`src/rtl/nexus_pkg.sv`:
```
// Shared constants and FSM encoding for the SK1024 nonce dispatcher.
// Pipeline depth is derived from the per-block stage counts of the hash cores.
package nexus_pkg;

    localparam int SKEINBLKSTAGES   = 50;
    localparam int KECCAKBLKSTAGES  = 96;
    // Two Skein rounds, three Keccak blocks, plus input and output registers.
    localparam int NEXUS_PIPE_DEPTH = 2*SKEINBLKSTAGES + 3*KECCAKBLKSTAGES + 2;

    typedef enum logic [1:0] {
        ST_IDLE  = 2'd0,
        ST_RUN   = 2'd1,
        ST_DRAIN = 2'd2,
        ST_DONE  = 2'd3
    } nonce_state_e;

endpackage

```
`src/rtl/nexus_result_fifo.sv`:
```
// Small synchronous result FIFO; head is combinational from storage, 0 when empty.
// Push while full is accepted only if a pop happens in the same cycle.
module nexus_result_fifo #(
    parameter int WIDTH = 128,
    parameter int DEPTH = 4
) (
    input  logic             clk,
    input  logic             rst_n,
    input  logic             push,
    input  logic [WIDTH-1:0] push_dat,
    input  logic             pop,
    output logic [WIDTH-1:0] head_dat,
    output logic             full,
    output logic             empty,
    output logic             push_ok
);

    localparam int AW = $clog2(DEPTH);

    logic [AW:0]      wr_ptr;
    logic [AW:0]      rd_ptr;
    logic [WIDTH-1:0] mem [DEPTH];
    logic             pop_en;
    logic             push_en;

    assign empty   = (wr_ptr == rd_ptr);
    assign full    = (wr_ptr[AW] != rd_ptr[AW]) && (wr_ptr[AW-1:0] == rd_ptr[AW-1:0]);
    assign pop_en  = pop && !empty;
    assign push_en = push && (!full || pop_en);
    assign push_ok = push_en;

    // Gating keeps the outputs at zero after reset without clearing storage.
    assign head_dat = empty ? '0 : mem[rd_ptr[AW-1:0]];

    always_ff @(posedge clk or negedge rst_n) begin
        if (!rst_n) begin
            wr_ptr <= '0;
            rd_ptr <= '0;
        end else begin
            if (push_en) wr_ptr <= wr_ptr + 1'b1;
            if (pop_en)  rd_ptr <= rd_ptr + 1'b1;
        end
    end

    always_ff @(posedge clk) begin
        if (push_en) mem[wr_ptr[AW-1:0]] <= push_dat;
    end

endmodule

```
`src/rtl/nexus_nonce_ctrl.sv`:
```
// Issues one nonce per cycle into the SK1024 pipe and queues hash hits with exact nonces.
// pipe_* registered (1 cycle); results PIPE_DEPTH cycles later; hits dropped (overflow) when FIFO full.
module nexus_nonce_ctrl
    import nexus_pkg::*;
#(
    parameter int PIPE_DEPTH = NEXUS_PIPE_DEPTH,
    parameter int NONCE_W    = 64,
    parameter int TARGET_W   = 64,
    parameter int FIFO_DEPTH = 4,
    parameter int CNT_W      = 32
) (
    input  logic                clk,
    input  logic                nHashRst,
    input  logic                start,
    input  logic                abort,
    input  logic [NONCE_W-1:0]  start_nonce,
    input  logic [NONCE_W-1:0]  end_nonce,
    input  logic [TARGET_W-1:0] target,
    output logic [NONCE_W-1:0]  pipe_nonce,
    output logic                pipe_valid,
    input  logic [TARGET_W-1:0] hash_qword,
    output logic                res_valid,
    input  logic                res_ready,
    output logic [NONCE_W-1:0]  res_nonce,
    output logic [TARGET_W-1:0] res_hash,
    output logic                busy,
    output logic                done,
    output logic                overflow,
    output logic [CNT_W-1:0]    hit_count
);

    localparam int CW = $clog2(PIPE_DEPTH + 1);
    localparam int FW = NONCE_W + TARGET_W;

    nonce_state_e         state;
    logic [NONCE_W-1:0]   issue_nonce;
    logic [NONCE_W-1:0]   end_r;
    logic [NONCE_W-1:0]   out_nonce;
    logic [TARGET_W-1:0]  tgt_r;
    logic [PIPE_DEPTH-1:0] valid_sr;
    logic [CW-1:0]        inflight;

    logic                 start_acc;
    logic                 issue;
    logic                 qual;
    logic                 hit;
    logic                 pop;
    logic                 fifo_full;
    logic                 fifo_empty;
    logic                 push_ok;
    logic [FW-1:0]        head_dat;

    assign start_acc = (state == ST_IDLE) && start;
    assign issue     = (state == ST_RUN) && !abort;
    assign qual      = valid_sr[PIPE_DEPTH-1];
    assign hit       = qual && (hash_qword <= tgt_r);
    assign pop       = res_valid && res_ready;
    assign res_valid = !fifo_empty;
    assign res_nonce = head_dat[FW-1:TARGET_W];
    assign res_hash  = head_dat[TARGET_W-1:0];

    always_ff @(posedge clk or negedge nHashRst) begin
        if (!nHashRst) begin
            state       <= ST_IDLE;
            pipe_valid  <= 1'b0;
            pipe_nonce  <= '0;
            issue_nonce <= '0;
            end_r       <= '0;
            tgt_r       <= '0;
            busy        <= 1'b0;
            done        <= 1'b0;
        end else begin
            case (state)
                ST_IDLE: begin
                    pipe_valid <= 1'b0;
                    done       <= 1'b0;
                    if (start) begin
                        issue_nonce <= start_nonce;
                        end_r       <= end_nonce;
                        tgt_r       <= target;
                        busy        <= 1'b1;
                        state       <= ST_RUN;
                    end
                end
                ST_RUN: begin
                    if (abort) begin
                        pipe_valid <= 1'b0;
                        state      <= ST_DRAIN;
                    end else begin
                        pipe_valid  <= 1'b1;
                        pipe_nonce  <= issue_nonce;
                        issue_nonce <= issue_nonce + 1'b1;
                        if (issue_nonce == end_r) state <= ST_DRAIN;
                    end
                end
                ST_DRAIN: begin
                    pipe_valid <= 1'b0;
                    if (inflight == '0) begin
                        done  <= 1'b1;
                        state <= ST_DONE;
                    end
                end
                ST_DONE: begin
                    done  <= 1'b0;
                    busy  <= 1'b0;
                    state <= ST_IDLE;
                end
                default: begin
                    pipe_valid <= 1'b0;
                    done       <= 1'b0;
                    busy       <= 1'b0;
                    state      <= ST_IDLE;
                end
            endcase
        end
    end

    // Results leave the pipe in issue order, so a simple follower counter names each one.
    always_ff @(posedge clk or negedge nHashRst) begin
        if (!nHashRst) begin
            valid_sr  <= '0;
            inflight  <= '0;
            out_nonce <= '0;
            overflow  <= 1'b0;
            hit_count <= '0;
        end else begin
            valid_sr <= {valid_sr[PIPE_DEPTH-2:0], pipe_valid};

            case ({issue, qual})
                2'b10:   inflight <= inflight + CW'(1);
                2'b01:   inflight <= inflight - CW'(1);
                default: inflight <= inflight;
            endcase

            if (start_acc) begin
                out_nonce <= start_nonce;
                overflow  <= 1'b0;
                hit_count <= '0;
            end else begin
                if (qual) out_nonce <= out_nonce + 1'b1;
                if (hit && !push_ok) overflow <= 1'b1;
                if (hit && (hit_count != {CNT_W{1'b1}})) hit_count <= hit_count + 1'b1;
            end
        end
    end

    nexus_result_fifo #(
        .WIDTH (FW),
        .DEPTH (FIFO_DEPTH)
    ) u_res_fifo (
        .clk      (clk),
        .rst_n    (nHashRst),
        .push     (hit),
        .push_dat ({out_nonce, hash_qword}),
        .pop      (pop),
        .head_dat (head_dat),
        .full     (fifo_full),
        .empty    (fifo_empty),
        .push_ok  (push_ok)
    );

endmodule
```
`config.mk`:
```
export PLATFORM = sky130hd
export DESIGN_NAME = nexus_nonce_ctrl
export DESIGN_NICKNAME = d
export VERILOG_FILES = /design/src/rtl/nexus_pkg.sv /design/src/rtl/nexus_result_fifo.sv /design/src/rtl/nexus_nonce_ctrl.sv
export SDC_FILE = /design/constraint.sdc
export NUM_CORES = 2
export LEC_CHECK = 0
export CORE_MARGIN = 4
export CORE_UTILIZATION = 50
export CTS_BUF_LIST = sky130_fd_sc_hd__clkbuf_8
export DETAILED_ROUTE_END_ITERATION = 10
export GPL_TIMING_DRIVEN = 0
export PLACE_DENSITY = 0.75
export SLEW_MARGIN = 20
export SYNTH_ARGS = -nofsm -noshare
export SYNTH_HDL_FRONTEND = slang
export SYNTH_HIERARCHICAL = 1
export SYNTH_SLANG_ARGS = --single-unit
```
`constraint.sdc`:
```
create_clock -name clk -period 10.7 [get_ports clk]
set_input_delay 2.14 -clock clk [delete_from_list [all_inputs] [get_ports clk]]
set_output_delay 2.14 -clock clk [all_outputs]
set_load 0.05 [all_outputs]
```
# After elaboration in Yosys (flattened, before gate mapping)
# Memory sizes are Yosys's and may differ from the RTL's.
# Index checks and enable logic that the tools add are counted.
# Widths: inputs -> output; s select.
# classes
addsub,7
order_cmp,1
n_eq_ne,14
mux,24
bitwise,1
n_reduce_logical,32
# op_table
op,count
$mux 64,4
$add 64x1->64 const B,2
$mux 128,1
$pmux 64 s2,1
$eq 64x64->1,1
$le 64x64->1,1
$mux 32,2
$add 32x1->32 const B,1
$ne 32x32->1 const B,1
$pmux 9 s2,1
$reduce_bool 2->1,8
$add 9x1->9 const B,1
$logic_and 1x1->1,9
$logic_not 9->1,1
$sub 9x1->9 const B,1
$mux 2,4
$pmux 2 s4,1
$reduce_and 2->1,4
$mux 1,7
$add 3x1->3 const B,2
$eq 2x2->1 const B,3
$ne 2x2->1 const B,3
$pmux 1 s2,3
$reduce_and 3->1,2
10 further kinds,15
# totals
regBits,763
ramBits,512
inputBits,261
out_inout_bits,229
elab_cells,95
n_memories,1
# mem_list
memory,words,word_bits,rd,rd_clocked_by_memory_dff,wr,line_no,text
u_res_fifo.mem,4,128,1,0,1,nexus_result_fifo.sv:22,logic [WIDTH-1:0] mem [DEPTH];

# Depth between registers and ports, before layout
# depth
word_depth,10
mapped_depth,17
ltp_nobuf,15

# Cells and area by module
# Netlist, hierarchy kept.
# by_module_without_submodules
mod,instances,cells_each,area_each_um2,seq_area_each_um2
nexus_nonce_ctrl,1,2496,29105.4,18943.2
nexus_result_fifo,1,853,19740.2,15524.9

# Least setup slack after synthesis
# No wires, ideal clock.
# synth_path
path_type,input to register
startpoint,input port hash_qword[62]
endpoint,"memory u_res_fifo.mem[3][0], enable pin"
setup_ns,0.658
t_arrival_ns,10.037
t_required_ns,10.042
path_slack_ns,0.005
cell_stages,9
n_path_buf,0
cell_sequence,ha_1 nand4_1 nor4_2 nand3_1 or2_1 nor4_2 or2_2 nand2_1 a21oi_1
# synth_between
elab_chain_cells,5
# synth_lines
item,line_no,text
from (decl),nexus_nonce_ctrl.sv:21,"input logic [TARGET_W-1:0] hash_qword,"
$le 64x64->1,nexus_nonce_ctrl.sv:56,assign hit = qual && (hash_qword <= tgt_r);
$logic_and 1x1->1,nexus_nonce_ctrl.sv:56,
net hit,nexus_nonce_ctrl.sv:46,logic hit;
$logic_and 1x1->1,nexus_result_fifo.sv:29,assign push_en = push && (!full || pop_en);
$mux 1,nexus_result_fifo.sv:46,if (push_en) mem[wr_ptr[AW-1:0]] <= push_dat;
$mux 1 (implied by the code),nexus_result_fifo.sv:46,
to (decl),nexus_result_fifo.sv:22,
# The timed path passes the listed nets, and every way through them passes these cells.

# Worst setup path after layout
# layout_path
startpoint,input port hash_qword[45]
endpoint,"memory u_res_fifo.mem[3][44], enable pin"
# The elaborated chain is that of the path after synthesis.

==> metrics.csv <==
metric;value;unit
critical_path.top_delay_family;simple AND/OR/NAND/NOR gates;
io_buffer_count;489;
crit_fanout;20;
synth_edf_count;512;
cts_buffers;198;
cts_tree;yes;
timing.rr.start;tgt_r[46];
syn_inst;3349;
cts.sinks;1275;
coreArea;96900;um^2
dp_hpwl;92500;um
drtAntennaViolNets;0;
peakVddDrop;0.000213;V
regArea;34500;um^2
grt_use_met2;39.9;%
grt_pass1_wl;192000;um
synth-seq-cells;1275;
cts_setup_buffers;0;
final-max-slew-violation-count;0;
maxCapViolations;0;
gp_congestion;0.918;
startpoint;hash_qword[45];
root_buffer;clkbuf_8;
nFillCells;7109;
period_needed;6.44;ns
hold_violations;0;
cpPeakStageDelay;0.59;ns
cp.required;11.24;ns
grt_use_met3;5.39;%
crit_type;in2reg;
htreeDepth;4;
multi_input_area;13400;um^2
rr_worst_depth;14;
slowest_stage;nor4_4;
ys_seq_area_share;70.6;%
drive_above_1_share;14.2;%
die_w;321;um
start_util;50.4;%
r2r_end;u_res_fifo/mem[3][44];
grt_overflow;0;
fp.dieH;321;um
holdPathStages;0;
wirelength;128000;um
r2r_slack;5.77;ns
crit_buf_inv;5;
areaGrowthSynthToFinish;23.7;%
drtIter0Drc;2707;
clk_path_buf_depth;3;
firstDrtPassIters;6;
die-area;103000;um^2
setup_viol;0;
clkLatencyLatePin;0.85;ns
slew_headroom;26.7;%
clk_pin_slew_worst_paths;0.07;ns
ctsResizeCount;0;
top_usage_layer;met2;
hold_path.class;reg2reg;
grt_pass1_vias;30700;
crit_end;u_res_fifo/mem[3][44];
power.density;234;nW/um^2
num_rows;114;
ys_types;73;
vias;30200;
syn_nets;3696;
arrival;6.99;ns
async_reset_ff_share;59.8;%
period_share;60.2;%
grt_usage;25.0;%
endpoint_kind;register;
crit_top_cell;buf_16;
remaining_drc_errors;0;
wl_per_cell;23.2;um
p_leak;24.5;nW
cp_cell_sequence;clkdlybuf4s50_1 -> ha_1 -> nand4_1 -> nor4_1 -> nand3_1 -> or2_1 -> nor4_4 -> or2_2 -> nand2_1 -> a21oi_4 -> buf_16 -> buf_16 -> buf_16 -> buf_16;
critPathLaunchType;input port;
viasPerCell;5.47;
setup_slack;4.26;ns
globalRouteMet1Util;34.2;%
pre_cts_ws;3.26;ns
skew;0.0444;ns
yosys_warnings;6;
grt_antenna_before_repair;15;
grt_max_degree;104;
status;finished clean;
ys.flop_type;dfrtp_1;
syn_area_per_cell;14.6;um^2
worst_pin_slew;1.10;ns
rsz0062_at_grt;false;
cp_num_cells;14;
syn_area;48800;um^2
fmax;155;MHz
io_pins;490;
fin_setup_tns;0;ns
cts_hold_buf;0;
final_nets;4423;
==> flip-flops by register name, summed over array words and instances, names as in the netlist, 2 cells and up <==
register and cells:
issue_nonce 64, pipe_nonce 64, end_r 64, inflight 9, u_res_fifo/rd_ptr 3, tgt_r 64, u_res_fifo/wr_ptr 3, hit_count 32
state 2, u_res_fifo/mem 512, valid_sr 390, out_nonce 64
==> cell usage in the layout, fill, tap and decap left out, types with 31 or more instances in the layout <==
cell type	Yosys	final
mux4_2	128	128
nand4_1	51	51
mux2i_1	31	31
o21ai_0	192	192
nand2_1	445	445
edfxtp_1	512	512
nor2_1	63	60
inv_1	94	166
nand3_1	82	82
clkdlybuf4s50_1	0	488
xor2_1	96	96
dfrtp_1	763	763
o22ai_1	50	50
ha_1	85	85
clkbuf_1	108	103
nor2b_1	131	131
clkbuf_8	0	229
xnor2_1	45	45
mux2_2	66	66
a21oi_1	129	128
and3_1	40	40
==> worst register-to-register path, cell delays in order, from the launching register on <==
cell and delay (ns):
dfrtp_1 0.32, inv_1 0.06, ha_1 0.31, nand4_1 0.15
nor4_1 0.56, nand3_1 0.37, or2_1 0.36, nor4_4 0.59
or2_2 0.42, nand2_1 0.19, a21oi_4 0.48, buf_16 0.24
buf_16 0.19, buf_16 0.17, buf_16 0.20
==> area by class of cell <==
class | count | share of cell area [%]
flip-flops and latches | 1275 | 57.0
multi-input cells | 1824 | 22.2
repair buffers | 527 | 9.66
clock buffers | 229 | 5.22
well taps | 1276 | 2.64
clock inverters | 143 | 1.53
plain buffers | 156 | 1.13
inverters | 94 | 0.584
diodes | 10 | 0.0414
==> worst min path at each step <==
stage | start | end | slack (ns)
2_1_floorplan | valid_sr[99] | valid_sr[100] | 0.33
4_1_cts | valid_sr[83] | valid_sr[84] | 0.32
3_3_place_gp | valid_sr[108] | valid_sr[109] | 0.33
3_5_place_dp | valid_sr[129] | valid_sr[130] | 0.33
5_1_grt | valid_sr[83] | valid_sr[84] | 0.32
6_report | valid_sr[83] | valid_sr[84] | 0.32
==> kinds of logic after synthesis <==
kind of cell               after synthesis  share of synthesized area (%)
DFF                                   1275                           70.6
xor gates and xnor gates               143                           2.59
muxes                                  225                           8.06
and+or+nand+nor                        933                           9.41
buffers and inverters                  250                           2.11
adders and majority gates               86                           2.22
AOI/OAI and AO/OA                      437                           5.04
==> cell usage after synthesis (28+ instances only) <==
library cell	n	area share, %
clkbuf_1	108	0.83
nor2_1	63	0.48
buf_2	28	0.29
nand4_1	51	0.65
xnor2_1	45	0.81
a21oi_1	129	1.3
mux4_2	128	5.9
ha_1	85	2.2
dfrtp_1	763	39
xor2_1	96	1.7
nand3_1	82	0.84
edfxtp_1	512	31
mux2_2	66	1.5
inv_1	94	0.72
nand2_1	445	3.4
nor2b_1	131	1.7
o21ai_0	192	2.0
o22ai_1	50	0.64
and3_1	40	0.51
mux2i_1	31	0.64
==> through the flow <==
| stage | hold WS, ns | utilization, % | area, um^2 | std cells | power (mW) |
|---|---|---|---|---|---|
| after global placement | 0.333 | 57.1 | 55300 | 5114 | 10.0 |
| after CTS | 0.317 | 62.4 | 60400 | 5524 | 14.2 |
| after detailed placement | 0.335 | 58.2 | 56300 | 5152 | 10.1 |
| after floorplan | 0.331 | - | 48800 | 3349 | 8.63 |
| after global routing | 0.325 | 62.4 | 60400 | 5531 | 14.9 |
| final | 0.323 | 62.4 | 60400 | 5534 | 14.1 |
==> where the power goes <==
| group | internal, mW | switching (mW) | total, mW |
|---|---|---|---|
| Combinational | 1.22 | 2.20 | 3.42 |
| Clock | 2.17 | 1.91 | 4.08 |
| Sequential | 5.92 | 0.723 | 6.64 |
| Total | 9.31 | 4.83 | 14.1 |
==> per-layer routing <==
metal  part of all wire, %  up-vias
met3                   7.2      232
li1                      -    13600
met5                 0.044        -
met2                    48     1169
met1                    41    15300
met4                   3.6        8
Power figures use the tool's default switching activity.
